$ cat src/rtl/alu_mul_sequencer.sv
// Shift-add unsigned multiplier that borrows the shared ALU for its ADD and SLL steps,
// one ALU operation per cycle; returns the low DATA_W bits of a*b.
module alu_mul_sequencer #(
   parameter int unsigned DATA_W = 32,
   parameter int unsigned ITER   = 32
) (
   input  logic              clk,
   input  logic              reset,
   input  logic              start_i,
   input  logic [DATA_W-1:0] multiplicand_i,
   input  logic [DATA_W-1:0] multiplier_i,
   input  logic [DATA_W-1:0] alu_data_i,
   output logic              busy_o,
   output logic              done_o,
   output logic [DATA_W-1:0] product_o,
   output logic              alu_sel_o,
   output logic [3:0]        alu_operation_o,
   output logic [DATA_W-1:0] alu_a_o,
   output logic [DATA_W-1:0] alu_b_o,
   output logic [4:0]        alu_shamt_o
);

   localparam int unsigned       CNT_W     = $clog2(ITER + 1);
   localparam logic [DATA_W-1:0] ITER_MASK = {DATA_W{1'b1}} >> (DATA_W - ITER);
   localparam logic [3:0]        OP_ADD    = 4'b0011;
   localparam logic [3:0]        OP_SLL    = 4'b0010;

   typedef enum logic [2:0] {IDLE, EVAL, ADD, SHIFT, DONE} state_t;

   state_t            state, state_nx;
   logic [DATA_W-1:0] acc, mcand, mplier, product_q;
   logic [CNT_W-1:0]  cnt;

   always_ff @(posedge clk or negedge reset) begin
      if (!reset) begin
         state     <= IDLE;
         acc       <= '0;
         mcand     <= '0;
         mplier    <= '0;
         cnt       <= '0;
         product_q <= '0;
      end else begin
         state <= state_nx;
         unique case (state)
            IDLE: begin
               if (start_i) begin
                  mcand  <= multiplicand_i;
                  // Bits above ITER never contribute, so dropping them here lets the
                  // loop end at the highest useful bit instead of running all ITER steps.
                  mplier <= multiplier_i & ITER_MASK;
                  acc    <= '0;
                  cnt    <= '0;
               end
            end
            ADD:   acc <= alu_data_i;
            SHIFT: begin
               mcand  <= alu_data_i;
               mplier <= mplier >> 1;
               cnt    <= cnt + 1'b1;
            end
            DONE:  product_q <= acc;
            default: ;
         endcase
      end
   end

   always_comb begin
      state_nx        = state;
      busy_o          = 1'b1;
      done_o          = 1'b0;
      product_o       = product_q;
      alu_sel_o       = 1'b0;
      alu_operation_o = '0;
      alu_a_o         = '0;
      alu_b_o         = '0;
      alu_shamt_o     = '0;
      unique case (state)
         IDLE: begin
            busy_o = 1'b0;
            if (start_i) state_nx = EVAL;
         end
         EVAL: begin
            if (mplier == '0 || cnt == CNT_W'(ITER)) state_nx = DONE;
            else if (mplier[0])                      state_nx = ADD;
            else                                     state_nx = SHIFT;
         end
         ADD: begin
            alu_sel_o       = 1'b1;
            alu_operation_o = OP_ADD;
            alu_a_o         = acc;
            alu_b_o         = mcand;
            state_nx        = SHIFT;
         end
         SHIFT: begin
            alu_sel_o       = 1'b1;
            alu_operation_o = OP_SLL;
            alu_b_o         = mcand;
            alu_shamt_o     = 5'd1;
            state_nx        = EVAL;
         end
         DONE: begin
            done_o    = 1'b1;
            product_o = acc;
            state_nx  = IDLE;
         end
         default: state_nx = IDLE;
      endcase
   end

endmodule

$ cat config.mk
export PLATFORM = sky130hd
export DESIGN_NAME = alu_mul_sequencer
export DESIGN_NICKNAME = d
export VERILOG_FILES = /design/src/rtl/alu_mul_sequencer.sv
export SDC_FILE = /design/constraint.sdc
export NUM_CORES = 1
export LEC_CHECK = 0
export ABC_AREA = 1
export CELL_PAD_IN_SITES_DETAIL_PLACEMENT = 1
export CELL_PAD_IN_SITES_GLOBAL_PLACEMENT = 2
export CORE_ASPECT_RATIO = 1.2
export CORE_MARGIN = 1.5
export CORE_UTILIZATION = 25
export CTS_CLUSTER_SIZE = 8
export DETAILED_ROUTE_END_ITERATION = 10
export PLACE_DENSITY = 0.77
export SYNTH_ARGS = -nofsm -noshare
export SYNTH_HDL_FRONTEND = slang
export SYNTH_SLANG_ARGS = --single-unit
$ cat constraint.sdc
create_clock -name clk -period 1.55 [get_ports clk]
set_input_delay 0.31 -clock clk [delete_from_list [all_inputs] [get_ports clk]]
set_output_delay 0.31 -clock clk [all_outputs]
set_load 0.1 [all_outputs]
==> impl_metrics.json, run 1 <==
{
  "clock_latency_ps": 430,
  "crit_type": "flip-flop to primary output",
  "maxCapViolCount": 0,
  "drtPass1Iterations": 4,
  "dpl.hpwl_um": 17040,
  "hold_viol_final": 0,
  "setup_violations": 109,
  "grt_max_degree": 42,
  "cts_num_sinks": 137,
  "power_density_nw_per_um2": 2351,
  "yosys_warnings": 0,
  "worst_r2r_path_depth": 8,
  "vdd_drop_max_mv": 1.265,
  "finalWorstSetupSlack_ps": -635.8,
  "drt-total-wl_um": 24580,
  "grt_pass1_vias": 6391,
  "cts_root_buffer": "clkbuf_16",
  "track_usage": 0.1904,
  "final_area_um2": 12080,
  "cts_buffers": 17,
  "finalCriticalPeriod_ps": 2186,
  "fillers": 2449,
  "status": "finished, violations left",
  "timing.hold.ws_ps": 382.0,
  "crit_buf_inv": 5,
  "skew_ps": 7.942,
  "fp-row-count": 62,
  "drtIter0Drc": 206,
  "crit_fanout": 6,
  "path_common_cell": "buf_12",
  "synthToLayoutAreaGrowth_pct": 97.60,
  "finalMaxSlewViolations": 0,
  "crit_arrival_ps": 1880,
  "p_leak_nw": 5.069,
  "ios": 207,
  "placed_area_um2": 10670,
  "r2r_slack_ps": -50,
  "violations": "negative setup slack",
  "crit_path_end_kind": "primary output",
  "ys_seq_elements": 137,
  "yosysSeqAreaShare": 0.5609,
  "start_util": 0.2550,
  "antenna_found_initial": 2,
  "ff_latch_area_um2": 3428,
  "rsz0062_at_grt": "yes",
  "viasPerCell": 4.601,
  "die_h_um": 174.3,
  "wl_per_cell_um": 19.41,
  "required_ps": 1240,
  "drc": 0,
  "netlist_instances": 683,
  "h-tree-depth": 4,
  "gp_congestion": 0.7586,
  "cp_top_family": "buffers and inverters",
  "vias": 5825,
  "fmax_mhz": 457.5,
  "path_cells": "buf_4 -> nand2_4 -> nor2_4 -> clkinv_4 -> buf_12 -> buf_12 -> nor2_4 -> buf_12",
  "multi_input_area_um2": 3110,
  "ant_nets": 0,
  "yosysUniqueCellTypes": 29,
  "clockBufferDepth": 2,
  "io_buffers": 200,
  "die_x_um": 145.7,
  "start_kind": "flip-flop",
  "fin_crit_sh": 1.410,
  "cts_tree": "yes",
  "clk_pin_slew_worst_paths_ps": 70,
  "crit_slowest_cell": "dfrtp_1",
  "dieArea_um2": 25400,
  "coreArea_um2": 23970,
  "min_path_type": "primary input to asynchronous set/reset pin",
  "post_route_cells_drive_above_1_share": 0.4068,
  "syn_area_um2": 6112,
  "cp.depth": 8,
  "synth_area_per_cell_um2": 8.949,
  "grt-ovfl-total": 0,
  "grt_pass1_wl_um": 37120,
  "critical_path.max_stage_delay_ps": 390,
  "nets": 1032
}
## logic make-up after synthesis
logic type | synth area share
other cells | 0.0006135
compound gates | 0.1953
flops | 0.5609
mux | 0.003480
simple gates | 0.1296
buf+inv | 0.1060
fa+ha+maj | 0.004094
## sequential cells by signal, indices dropped and copies added (netlist names)
| signal | cells |
|---|---|
| product_q | 32 |
| cnt | 6 |
| state | 3 |
| acc | 32 |
| mcand | 32 |
| mplier | 32 |
## per-layer routing
layer,up-vias,global-route usage,routed length [um]
met4,0,0.07270,750
met5,-,0,0
li1,2716,-,-
met1,2913,0.2319,9966
met3,43,0.03622,881
met2,153,0.3319,12980
## final timing paths
path | end | startpoint
max | alu_a_o[23] | state[1]
min | mcand[3] | reset
max reg2reg | cnt[5] | state[1]
min reg2reg | product_q[27] | product_q[27]
max in group asynchronous | mcand[29] | reset
min in group clk | acc[1] | alu_data_i[1]
## layout make-up
class / count / area share
Timing Repair Buffer: 270 / 0.3434
Sequential cell: 137 / 0.2839
Multi-Input combinational cell: 401 / 0.2575
Inverter: 104 / 0.03533
Clock buffer: 17 / 0.03522
Tap cell: 320 / 0.03315
Clock inverter: 15 / 0.01108
Antenna cell: 2 / 0.0004144
## worst reg2reg max path, delay by kind of cell (launching register included)
| family | cells | cell delay [ps] |
|---|---|---|
| buf+inv | 4 | 540 |
| flops | 1 | 410 |
| mux | 1 | 330 |
| simple gates | 3 | 260 |
## cells in the final DEF (no fill, tap or decap), drive strengths merged, types with 2 or more instances in the layout
cell | synthesis | routed
clkbuf | 11 | 23
ha | 2 | 2
a21oi | 57 | 57
nand3 | 7 | 7
diode | 0 | 2
o22ai | 62 | 62
nor2 | 97 | 97
buf | 35 | 165
nand2 | 94 | 94
o21ai | 69 | 69
inv | 104 | 109
conb | 1 | 6
clkdlybuf4s50 | 0 | 97
dfrtp | 137 | 137
clkinv | 0 | 6
clkinvlp | 0 | 4
## power breakdown
group	switching [mW]	total, mW	internal, mW
clock network	1.78	3.89	2.11
logic	12.1	19.0	6.99
registers	0.538	5.46	4.92
## synthesized netlist by cell type
library cell  count  area [um^2]
o221ai_1          1        8.760
o21ai_0          59        295.3
mux2i_1           1        10.01
o22ai_1          62        387.9
nand3_1           7        35.03
nor2_8            1        20.02
nand4_1           1        6.260
nand2_2           1        6.260
nand2_1          92        345.3
nand2_4           1        11.26
buf_6             5        56.30
o31ai_1           1        7.510
ha_1              2        25.02
dfrtp_1         137         3428
buf_4             7        52.55
buf_1             6        22.52
o21ai_1          10        50.05
clkbuf_1         11        41.29
inv_2             6        22.52
conb_1            1        3.750
a21oi_2          40        350.3
buf_2            17        85.08
mux2_2            1        11.26
o32ai_1           1        8.760
inv_1            98        367.9
nor3_1            1        5.000
a21oi_1          17        85.08
nor2_2            1        6.260
nor2_1           95        356.6
## repair_timing
item	4_1_cts	5_1_grt
hold buffers	1	0
cloned	5	6
endpoints found under the hold margin	36	0
buffers inserted	14	4
pin swaps	11	4
gates resized for setup	23	64
setup endpoints to repair	189	204
## metrics by stage
step	power (mW)	utilization	TNS [ps]	worst slack, ps	cells
finish	28.39	0.5039	-50110	-635.8	1266
global route	29.69	0.5039	-59310	-693.9	1266
detailed placement	22.70	0.4453	-20930	-199.6	1203
global placement	22.40	0.4453	-16050	-162.4	1203
CTS	27.42	0.4834	-56190	-625.7	1255
floorplan	17.00	-	-74600	-857.7	688
(Power assumes the default switching activity.)
==> run 2: changes to the inputs <==
Settings changed: CAP_MARGIN set to 40.
==> results of run 2 <==
Final layout, timing and power as in run 1 (identical DEF).
==> run 3: changes to the inputs <==
Settings changed: CORE_MARGIN 1.5 to unset.
==> run 3 against run 2 <==
Against the previous run:
- the run still ends with negative setup slack left
- clock skew increased by 2.1 ps
- combinational power increased by 7%
- cell count increased by 0.87%
- maximum frequency decreased by 2.3%
- global-route usage increased by 2.9 points
- critical path depth decreased by 1
- hold slack got worse by 50 ps
- clock power increased by 13%
==> impl_metrics.json, run 3 (synthesis results as in run 1) <==
{
  "die_x_um": 144.7,
  "grt_pass1_wl_um": 40450,
  "finalMaxSlewViolations": 0,
  "crit_path_end_kind": "primary output",
  "ant_nets": 0,
  "maxCapViolCount": 0,
  "skew_ps": 10.08,
  "worst_r2r_path_depth": 9,
  "clk_pin_slew_worst_paths_ps": 70,
  "grt_max_degree": 42,
  "crit_fanout": 10,
  "power_density_nw_per_um2": 2410,
  "gp_congestion": 0.7652,
  "synthToLayoutAreaGrowth_pct": 106.0,
  "timing.rr.end": "mplier[25]",
  "antenna_found_initial": 0,
  "drtIter0Drc": 212,
  "cts_tree": "yes",
  "timing.hold.ws_ps": 331.7,
  "antenna_cells": 0,
  "finalCriticalPeriod_ps": 2237,
  "finalWorstSetupSlack_ps": -687.4,
  "hold_viol_final": 0,
  "dpl.hpwl_um": 17020,
  "cts_root_buffer": "clkbuf_16",
  "crit_type": "flip-flop to primary output",
  "fin_crit_sh": 1.443,
  "status": "finished, violations left",
  "cts_buffers": 17,
  "startpoint": "state[1]",
  "r2r-start": "state[1]",
  "required_ps": 1240,
  "track_usage": 0.2191,
  "die_h_um": 173.3,
  "fmax_mhz": 446.9,
  "vias": 5967,
  "post_route_cells_drive_above_1_share": 0.4629,
  "io_buffers": 200,
  "clock_latency_ps": 430,
  "start_util": 0.2550,
  "drc": 0,
  "start_kind": "flip-flop",
  "mostFrequentLayoutCells": "137 x dfrtp_1, 125 x buf_12, 97 x clkdlybuf4s50_1",
  "nets": 1045,
  "r2r_slack_ps": -210,
  "setup_violations": 203,
  "coreArea_um2": 23970,
  "viasPerCell": 4.673,
  "cts_num_sinks": 137,
  "violations": "negative setup slack",
  "ios": 207,
  "min_path_type": "primary input to asynchronous set/reset pin",
  "drt-total-wl_um": 26940,
  "drtPass1Iterations": 4,
  "grt_pass1_vias": 6804,
  "crit_arrival_ps": 1930,
  "dieArea_um2": 25080,
  "h-tree-depth": 4,
  "layout_commonest_cell": "dfrtp_1",
  "p_leak_nw": 5.299,
  "fp-row-count": 62,
  "total_power_mw": 30.35,
  "vdd_drop_max_mv": 0.9860,
  "grt-ovfl-total": 0,
  "cp-endpoint": "product_o[8]",
  "rsz0062_at_grt": "yes",
  "clockBufferDepth": 2,
  "wl_per_cell_um": 21.10
}
==> run 3: repair_timing <==
action	4_1_cts	5_1_grt
gates cloned	11	5
pin swaps	22	13
setup endpoints to repair	198	206
gates resized for setup	101	79
endpoints found under the hold margin	25	0
hold buffers	1	0
setup buffers	34	11
==> run 3: power by group <==
| part | switching (mW) | total (mW) | leakage (nW) | internal [mW] |
|---|---|---|---|---|
| Clock | 1.81 | 4.41 | 0.303 | 2.60 |
| Sequential | 0.604 | 5.53 | 1.67 | 4.92 |
| Combinational | 12.8 | 20.4 | 3.32 | 7.61 |
==> run 3: stage by stage <==
step / setup slack, ps / util / setup TNS (ps) / area, um^2 / cells
6_report: -687.4 / 0.5254 / -70980 / 12590 / 1277
5_1_grt: -727.6 / 0.5254 / -80010 / 12590 / 1277
4_1_cts: -610.1 / 0.5126 / -54270 / 12290 / 1267
3_5_place_dp: -245.0 / 0.4452 / -21700 / 10670 / 1200
3_3_place_gp: -208.7 / 0.4452 / -20510 / 10670 / 1200
2_1_floorplan: -857.7 / - / -74600 / 7124 / 688
==> run 3: worst max-delay path: stages (launching register included) <==
cell and delay [ps]:
dfrtp_1 440, nor2_4 150, inv_2 60, nor2_4 150, inv_8 110, clkbuf_16 200, o21ai_4 190, buf_12 190
==> run 3: worst min path at each step <==
stage,slack (ps),to
3_5_place_dp,230,mplier[26]
4_1_cts,330,mplier[26]
5_1_grt,340,mplier[26]
2_1_floorplan,10,acc[0]
3_3_place_gp,220,mplier[26]
6_report,330,mplier[26]
==> run 3: final cells by class <==
| type | count | area (um^2) |
|---|---|---|
| clock buffer | 17 | 425.4 |
| multi-input combinational | 401 | 3364 |
| tap | 320 | 400.4 |
| clock inverter | 15 | 202.7 |
| fill | 2430 | 11380 |
| inverter | 104 | 421.7 |
| sequential | 137 | 3428 |
| timing repair buffer | 283 | 4350 |
==> run 3: routing by layer <==
metal  part of all wire  global-route usage
met2               0.54              0.4010
met4              0.040             0.08991
met3              0.044             0.04420
met1               0.37              0.2417
met5                  0                   0
